$ cat src/rtl/fp32_mac_ctrl.sv
// fp32_mac_ctrl: one-packet-in-flight controller RX operands -> MAC issue -> result -> TX.
// Optional macro FP32_MAC_CTRL_TIMEOUT_EN: WAIT gives up after TIMEOUT_CYCLES and sends a quiet NaN.
module fp32_mac_ctrl #(
  parameter int TIMEOUT_CYCLES = 1024,
  parameter int CNT_W          = 16
) (
  input  logic             CLK_I,
  input  logic             RST_I,
  input  logic             RX_VALID_I,
  output logic             RX_READY_O,
  input  logic [95:0]      RX_DATA_I,
  output logic             MAC_VALID_O,
  input  logic             MAC_READY_I,
  output logic [31:0]      MAC_A_O,
  output logic [31:0]      MAC_B_O,
  output logic [31:0]      MAC_C_O,
  input  logic             MAC_VALID_I,
  output logic             MAC_READY_O,
  input  logic [31:0]      MAC_RESULT_I,
  output logic             TX_VALID_O,
  input  logic             TX_READY_I,
  output logic [31:0]      TX_DATA_O,
  output logic             BUSY_O,
  output logic [CNT_W-1:0] PKT_CNT_O,
  output logic [7:0]       TIMEOUT_CNT_O
);

  typedef enum logic [1:0] {S_IDLE, S_ISSUE, S_WAIT, S_SEND} state_t;

  state_t      state;
  logic [31:0] result;

  generate
    if (TIMEOUT_CYCLES < 2 || TIMEOUT_CYCLES > 65535) begin : g_bad_timeout
      $error("fp32_mac_ctrl: TIMEOUT_CYCLES must be in 2..65535");
    end
  endgenerate

`ifdef FP32_MAC_CTRL_TIMEOUT_EN
  localparam logic [31:0] QNAN      = 32'h7FC0_0000;
  localparam logic [15:0] WAIT_LAST = 16'(TIMEOUT_CYCLES - 1);
  logic [15:0] wait_cnt;
`endif

  assign BUSY_O = (state != S_IDLE);

  // Handshake outputs are registers set on the transition into their state, so
  // RX_READY_O stays low through reset and rises on the first edge after it.
  always_ff @(posedge CLK_I or posedge RST_I) begin
    if (RST_I) begin
      state       <= S_IDLE;
      RX_READY_O  <= 1'b0;
      MAC_VALID_O <= 1'b0;
      MAC_READY_O <= 1'b0;
      TX_VALID_O  <= 1'b0;
      MAC_A_O     <= 32'h0;
      MAC_B_O     <= 32'h0;
      MAC_C_O     <= 32'h0;
      TX_DATA_O   <= 32'h0;
      result      <= 32'h0;
      PKT_CNT_O   <= '0;
`ifdef FP32_MAC_CTRL_TIMEOUT_EN
      wait_cnt      <= 16'h0;
      TIMEOUT_CNT_O <= 8'h0;
`endif
    end else begin
      case (state)
        S_IDLE: begin
          RX_READY_O <= 1'b1;
          if (RX_VALID_I && RX_READY_O) begin
            MAC_A_O     <= RX_DATA_I[95:64];
            MAC_B_O     <= RX_DATA_I[63:32];
            MAC_C_O     <= RX_DATA_I[31:0];
            RX_READY_O  <= 1'b0;
            MAC_VALID_O <= 1'b1;
            state       <= S_ISSUE;
          end
        end
        S_ISSUE: begin
          if (MAC_READY_I) begin
            MAC_VALID_O <= 1'b0;
            MAC_READY_O <= 1'b1;
            state       <= S_WAIT;
`ifdef FP32_MAC_CTRL_TIMEOUT_EN
            wait_cnt    <= 16'h0;
`endif
          end
        end
        S_WAIT: begin
          // A result on the expiry edge wins over the timeout.
          if (MAC_VALID_I) begin
            result      <= MAC_RESULT_I;
            MAC_READY_O <= 1'b0;
            state       <= S_SEND;
          end
`ifdef FP32_MAC_CTRL_TIMEOUT_EN
          else if (wait_cnt == WAIT_LAST) begin
            result      <= QNAN;
            MAC_READY_O <= 1'b0;
            state       <= S_SEND;
            if (TIMEOUT_CNT_O != 8'hFF) TIMEOUT_CNT_O <= TIMEOUT_CNT_O + 8'd1;
          end else begin
            wait_cnt <= wait_cnt + 16'd1;
          end
`endif
        end
        S_SEND: begin
          // First SEND cycle stages the result onto TX_DATA_O; valid follows.
          if (!TX_VALID_O) begin
            TX_DATA_O  <= result;
            TX_VALID_O <= 1'b1;
          end else if (TX_READY_I) begin
            TX_VALID_O <= 1'b0;
            RX_READY_O <= 1'b1;
            PKT_CNT_O  <= PKT_CNT_O + 1'b1;
            state      <= S_IDLE;
          end
        end
        default: state <= S_IDLE;
      endcase
    end
  end

`ifndef FP32_MAC_CTRL_TIMEOUT_EN
  assign TIMEOUT_CNT_O = 8'h0;
`endif

endmodule

$ cat config.mk
export PLATFORM = sky130hd
export DESIGN_NAME = fp32_mac_ctrl
export DESIGN_NICKNAME = d
export VERILOG_FILES = /design/src/rtl/fp32_mac_ctrl.sv
export SDC_FILE = /design/constraint.sdc
export NUM_CORES = 1
export LEC_CHECK = 0
export CORE_UTILIZATION = 44
export CTS_BUF_LIST = sky130_fd_sc_hd__clkbuf_4 sky130_fd_sc_hd__clkbuf_8
export CTS_CLUSTER_SIZE = 8
export DETAILED_ROUTE_END_ITERATION = 12
export MAX_ROUTING_LAYER = met4
export PLACE_DENSITY_LB_ADDON = 0.05
export SKIP_CTS_REPAIR_TIMING = 1
export SYNTH_ARGS = -nofsm -noshare
export SYNTH_HDL_FRONTEND = slang
export SYNTH_SLANG_ARGS = --single-unit
$ cat constraint.sdc
create_clock -name CLK_I -period 7.45 [get_ports CLK_I]
set_input_delay 1.49 -clock CLK_I [delete_from_list [all_inputs] [get_ports CLK_I]]
set_output_delay 1.49 -clock CLK_I [all_outputs]
set_load 0.01 [all_outputs]
==> results of run 1 <==
area by class of cell:
class / count / area share (%)
well taps: 216 / 2.56
clock buffers: 23 / 2.89
repair buffers: 287 / 27.1
inverters: 5 / 0.226
clock inverters: 8 / 1.60
multi-input cells: 235 / 22.4
flip-flops and latches: 182 / 43.2
sequential cells by signal, indices dropped and copies added, names as in the netlist:
signal,cells
MAC_READY_O,1
MAC_VALID_O,1
MAC_B_O,32
state,2
MAC_A_O,32
TX_VALID_O,1
TX_DATA_O,32
result,32
RX_READY_O,1
PKT_CNT_O,16
MAC_C_O,32
worst max-delay path, delay by kind of cell (launching register included):
kind | cells | cell delay (ns)
DFF | 1 | 0.43
adders and majority gates | 1 | 0.36
buffers and inverters | 3 | 0.65
per-stage QoR:
stage               utilization [%]  worst slack (ns)  hold slack [ns]  area (um2)  cells
finish                         66.8              4.08            0.494       10500    956
global route                   66.8              3.92            0.510       10500    956
CTS                            66.8              4.02            0.494       10500    956
detailed placement             63.8              3.81            0.479       10100    925
global placement               63.8              3.86            0.464       10100    925
floorplan                         -              1.02            0.459        7110    447
cell usage in the layout, fill, tap and decap left out, types with 3 or more instances in the layout:
cell type and instances:
mux2_1 33, nand2_1 11, clkbuf_8 21, buf_4 5, o21ai_0 3, and2_1 3
conb_1 8, xnor2_1 11, clkdlybuf4s50_1 282, dfrtp_1 182, mux2_2 129, inv_1 4
nand3_1 4, ha_1 5, xor2_1 3, and3_1 3, bufinv_16 5, nand4_1 3
routing by layer:
layer  vias to the layer above  routed length (um)
li1                       2093                   -
met1                      2238                6600
met2                       184                8320
met3                        30                1340
met4                         0                 436
met5                         -                   0
cells by family (layout without fill, tap and decap cells):
logic type	Yosys count	count (layout)
and+or+nand+nor	35	35
buffers and inverters	30	323
AOI/OAI and AO/OA	10	10
other	1	8
DFF	182	182
xor gates and xnor gates	15	15
muxes	162	162
adders and majority gates	5	5
where the power goes:
| group | internal, mW | leakage, nW | total, mW | switching [mW] |
|---|---|---|---|---|
| Sequential | 1.46 | 2.19 | 1.72 | 0.256 |
| Combinational | 1.14 | 2.06 | 1.82 | 0.680 |
| Clock | 0.441 | 0.243 | 0.772 | 0.332 |
| Total | 3.04 | 4.49 | 4.31 | 1.27 |
worst paths after layout:
path,start,end,slack (ns),depth (start not counted)
max in group asynchronous,RST_I,MAC_C_O[20],4.74,3
min reg2reg,PKT_CNT_O[15],PKT_CNT_O[15],0.49,1
max reg2reg,state[0],MAC_B_O[11],4.97,5
max,state[0],BUSY_O,4.08,4
min,PKT_CNT_O[15],PKT_CNT_O[15],0.49,1
min in group asynchronous,RST_I,MAC_B_O[2],1.57,2
==> key figures, run 1 <==
Run status
  – Status: completed

Critical path
  – CP Data Required Time: 5.96 ns
  – Max stage delay on crit path: 0.48 ns
  – WS Path Type: flip-flop to output pin
  – Crit-path max FO: 6
  – Slowest CP cell: clkdlybuf4s50_1
  – Crit end category: output pin
  – Startpoint class of the critical path: flip-flop
  – CP dominant cell by count: inv_1
  – Crit path cell chain: inv_1 -> ha_1 -> inv_1 -> clkdlybuf4s50_1
  – Critical path data arrival time: 1.88 ns

Pwr
  – Pwr dens: 409 mW/mm2
  – Worst IR drop on VDD: 0.185 mV
  – Tot Pwr: 4.31 mW
  – Leak: 4.49 nW

Global route
  – Number of global-route vias before repair: 4843
  – Met2 usage: 34.5%
  – GRT Overall Usage: 21.1%
  – Met3 track demand over resource: 7.19%
  – Initial antenna violation count: 0
  – Grt ovf: 0
  – GR Util met1: 23.5%
  – Busiest grt layer: met2
  – Global-route wire length before repair: 25400 um
  – Largest net degree at the start of global routing: 88

Routing
  – Post-DR wirelength/cell: 17.5 um
  – Drt pass-1 iters: 4
  – Routed Antenna Nets: 0
  – Initial DRC Count: 180
  – DR DRC count: 0
  – Drt via density: 4.75
  – Final WL: 16700 um
  – Via count: 4545

Synth
  – Top-area cell type share of the netlist area: 64.3%
  – Seq cells post-synth: 182
  – Area leader, netlist: dfrtp_1
  – Synth Area in XOR/XNOR: 1.96%
  – Post-synthesis area per instance: 16.1 um2
  – Compound-Gate Fraction of Synth Area: 1.04%
  – Async SR Flop Fraction: 100%
  – Seq/Total Area, Yosys: 64.3%
  – Post-Synth Adder-Cell Area: 0.883%
  – Largest family of logic cells by synthesized area: multiplexers
  – Ys flop type: dfrtp_1
  – Post-synth EDFFs: 0
  – Distinct cell type count after synthesis: 34
  – Cell Area, Synth: 0.00708 mm2
  – Simple-gate share of the synthesized area: 3.06%
  – Ys Warns: 0
  – Synth top cells by count: dfrtp_1, mux2_2, mux2_1, nand2_1, xnor2_1
  – Cells after Synth: 440
  – Most frequent cell after synthesis: dfrtp_1
  – Mux contribution to synthesized area: 25.8%
  – Top post-synthesis cells by area: dfrtp_1, mux2_2, mux2_1

Floorplanning
  – Initial Util: 44.9%
  – Die Ht: 129 um
  – Std-Cell Rows: 46
  – CORE AREA: 0.0158 mm2
  – Die area: 0.0166 mm2
  – IO Pins: 291
  – Die span in x: 129 um

Cells and area
  – Antenna Cells: 0
  – Register area: 0.00455 mm2
  – Share of post-route cells with drive strength above 1: 23.5%
  – Area of the multi-input gates: 0.00236 mm2
  – Layout area overhead: 48.8%
  – # fillers: 1188
  – Fin nets: 867

Clock tree
  – TritonCTS Buffers: 17
  – Clk sinks: 182
  – Longest Clk Path Bufs: 2
  – Clk_lat worst skew: 0.45 ns
  – Root Driver: clkbuf_8
  – CTS tree: yes
  – Htree depth: 4
  – CTS clk-pin slew, worst paths: 0.08 ns

STA
  – Tmin final: 3.37 ns
  – Fmax: 296 MHz
  – Slew Limit Headroom: 26.3%
  – Setup violators final: 0
  – Tightest Pin Transition: 1.10 ns
  – RSZ-0062 raised after global routing: no
  – Clk_skew: 0.0112 ns
  – Slew Viols, Final: 0
  – Fin crit share: 45.3%
  – Setup TNS Final: 0 ns
  – Final hold viol count: 0

Placed design
  – Hpwl dp: 12200 um
  – Gp weighted congestion: 0.730
  – Buffers added on ports: 282

Worst hold path
  – Hold Crit Class: flip-flop to flip-flop

Run
  – Max-cap violations: 0
Power figures use the tool's default switching activity.
==> inputs of run 2 (changes only) <==
--- a/config.mk
+++ b/config.mk
@@ -5,7 +5,7 @@
 export SDC_FILE = /design/constraint.sdc
 export NUM_CORES = 1
 export LEC_CHECK = 0
-export CORE_UTILIZATION = 44
+export CORE_UTILIZATION = 40
 export CTS_BUF_LIST = sky130_fd_sc_hd__clkbuf_4 sky130_fd_sc_hd__clkbuf_8
 export CTS_CLUSTER_SIZE = 8
 export DETAILED_ROUTE_END_ITERATION = 12
==> constraint.sdc (replaced) <==
create_clock -name CLK_I -period 3.1 [get_ports CLK_I]
set_input_delay 0.62 -clock CLK_I [delete_from_list [all_inputs] [get_ports CLK_I]]
set_output_delay 0.62 -clock CLK_I [all_outputs]
set_load 0.01 [all_outputs]
==> key figures, run 2 (same netlist as run 1, synthesis figures left out) <==
Clock tree
  – CTS clk-pin slew, worst paths: 0.09 ns (about the same)
  – Longest Clk Path Bufs: 2 (unchanged)
  – Root Driver: clkbuf_8
  – Clk_lat worst skew: 0.44 ns (about the same)
  – Htree depth: 4 (unchanged)
  – TritonCTS Buffers: 17 (unchanged)
  – Clk sinks: 182 (unchanged)
  – CTS tree: yes

Global route
  – Busiest grt layer: met2
  – Largest net degree at the start of global routing: 92 (+4.5%)
  – Initial antenna violation count: 0 (unchanged)
  – Met3 track demand over resource: 5.59% (-1.6 points)
  – Met2 usage: 32.7% (-1.7 points)
  – GR Util met1: 21.7% (-1.7 points)
  – Global-route wire length before repair: 26100 um (+3.0%)
  – Grt ovf: 0 (unchanged)
  – GRT Overall Usage: 19.5% (-1.7 points)
  – Number of global-route vias before repair: 4966 (+2.5%)

Floorplanning
  – Std-Cell Rows: 48 (+4.3%)
  – Die span in x: 135 um (+4.8%)
  – Die Ht: 135 um (+4.8%)
  – CORE AREA: 0.0173 mm2 (+9.7%)
  – IO Pins: 291 (unchanged)
  – Initial Util: 40.9% (-4.0 points)
  – Die area: 0.0182 mm2 (+9.8%)

Routing
  – Post-DR wirelength/cell: 17.2 um (-1.4%)
  – Drt pass-1 iters: 4 (unchanged)
  – Initial DRC Count: 198 (+10%)
  – Via count: 4567 (+0.48%)
  – Routed Antenna Nets: 0 (unchanged)
  – Drt via density: 4.72 (-0.76%)
  – DR DRC count: 0 (unchanged)
  – Final WL: 16700 um (-0.19%)

Critical path
  – Depth of the worst register-to-register path: 5 (unchanged)
  – CP Data Required Time: 2.48 ns (-3.48 ns)
  – Reg2reg setup slack: 1.06 ns (-3.91 ns)
  – Worst reg2reg startpoint: state[0]
  – Crit-path max FO: 6 (unchanged)
  – Crit end category: output pin
  – Critical path data arrival time: 1.84 ns (-0.04 ns)
  – R2R Path End: MAC_C_O[21]
  – Crit path capture: BUSY_O
  – WS Path Type: flip-flop to output pin
  – Startpoint class of the critical path: flip-flop
  – Crit path from: state[0]

STA
  – Setup violators final: 0 (unchanged)
  – Tightest Pin Transition: 0.502 ns (-0.603 ns)
  – Fin crit share: 79.2%
  – Clk_skew: 0.0137 ns (+0.00249 ns)
  – Tmin final: 2.46 ns
  – Final hold viol count: 0 (unchanged)
  – Fmax: 407 MHz
  – Slew Viols, Final: 0 (unchanged)
  – RSZ-0062 raised after global routing: no
  – Setup TNS Final: 0 ns (unchanged)
  – Worst Hold Margin: 0.490 ns (-0.00331 ns)
  – Slew Limit Headroom: 66.5% (+40 points)

Cells and area
  – Layout area overhead: 50.0%
  – Share of post-route cells with drive strength above 1: 23.8% (+0.31 points)
  – Most frequent cells in the layout: clkdlybuf4s50_1, dfrtp_1, mux2_2, mux2_1, clkbuf_8
  – Most common cell after layout, fill and taps aside: clkdlybuf4s50_1
  – Antenna Cells: 0 (unchanged)
  – Fin nets: 869 (+0.23%)

Worst hold path
  – Hold Crit Class: flip-flop to flip-flop

Run
  – Max-cap violations: 0 (unchanged)

Pwr
  – Leak: 4.50 nW (+0.33%)
  – Worst IR drop on VDD: 0.513 mV (+180%)
  – Pwr dens: 980 mW/mm2 (+140%)

Placed design
  – Buffers added on ports: 282 (unchanged)
  – Hpwl dp: 12200 um (about the same)
  – Gp weighted congestion: 0.802 (+9.8%)

Run status
  – Status: completed
-- run 2: cell count changes in the layout (fill, tap and decap cells not counted) --
cell        change
clkinvlp_4      +4
buf_12          +3
clkbuf_8        -3
clkbuf_4        -2
inv_6           +2
buf_4           -1
bufinv_16       +1
clkinv_2        -1
nor2b_2         -1
nor2b_4         +1
-- run 2: worst min path at each step --
stage,startpoint,cells after the start,endpoint
after floorplan,result[24],1,TX_DATA_O[24]
after global placement,PKT_CNT_O[15],1,PKT_CNT_O[15]
final,PKT_CNT_O[15],1,PKT_CNT_O[15]
after detailed placement,PKT_CNT_O[15],1,PKT_CNT_O[15]
after CTS,PKT_CNT_O[15],1,PKT_CNT_O[15]
after global routing,PKT_CNT_O[15],1,PKT_CNT_O[15]
-- run 2: worst max-delay path, cell delays in order (launching register included) --
cell	delay, ns
dfrtp_1	0.42
inv_1	0.10
ha_1	0.34
inv_1	0.07
clkdlybuf4s50_1	0.48
-- run 2: final cells by class --
cell class | instances | area [um2]
Multi-Input combinational cell | 235 | 2360
Inverter | 5 | 22.5
Sequential cell | 182 | 4550
Timing Repair Buffer | 289 | 2910
Fill cell | 1360 | 6670
Clock inverter | 14 | 243
Clock buffer | 18 | 248
Tap cell | 225 | 282
-- run 2: stage by stage --
stage | area, um2 | power [mW] | util (%) | setup WS, ns | instances
after global placement | 10100 | 8.44 | 58.6 | 0.825 | 936
after CTS | 10600 | 10.6 | 61.4 | 0.595 | 968
after floorplan | 7110 | 6.14 | - | 0.143 | 447
after global routing | 10600 | 11.0 | 61.4 | 0.478 | 968
after detailed placement | 10100 | 8.62 | 58.6 | 0.790 | 936
final | 10600 | 10.4 | 61.4 | 0.644 | 968
-- run 2: report_power, final --
| part | total [mW] | switching (mW) | internal [mW] |
|---|---|---|---|
| Combinational | 4.38 | 1.62 | 2.76 |
| Clock | 1.92 | 0.845 | 1.07 |
| Sequential | 4.12 | 0.610 | 3.51 |
-- run 2: layer usage --
metal | vias up | part of all wire, %
met5 | - | 0
met4 | 0 | 2.1
met3 | 24 | 7.0
met2 | 183 | 52
met1 | 2267 | 39
li1 | 2093 | -
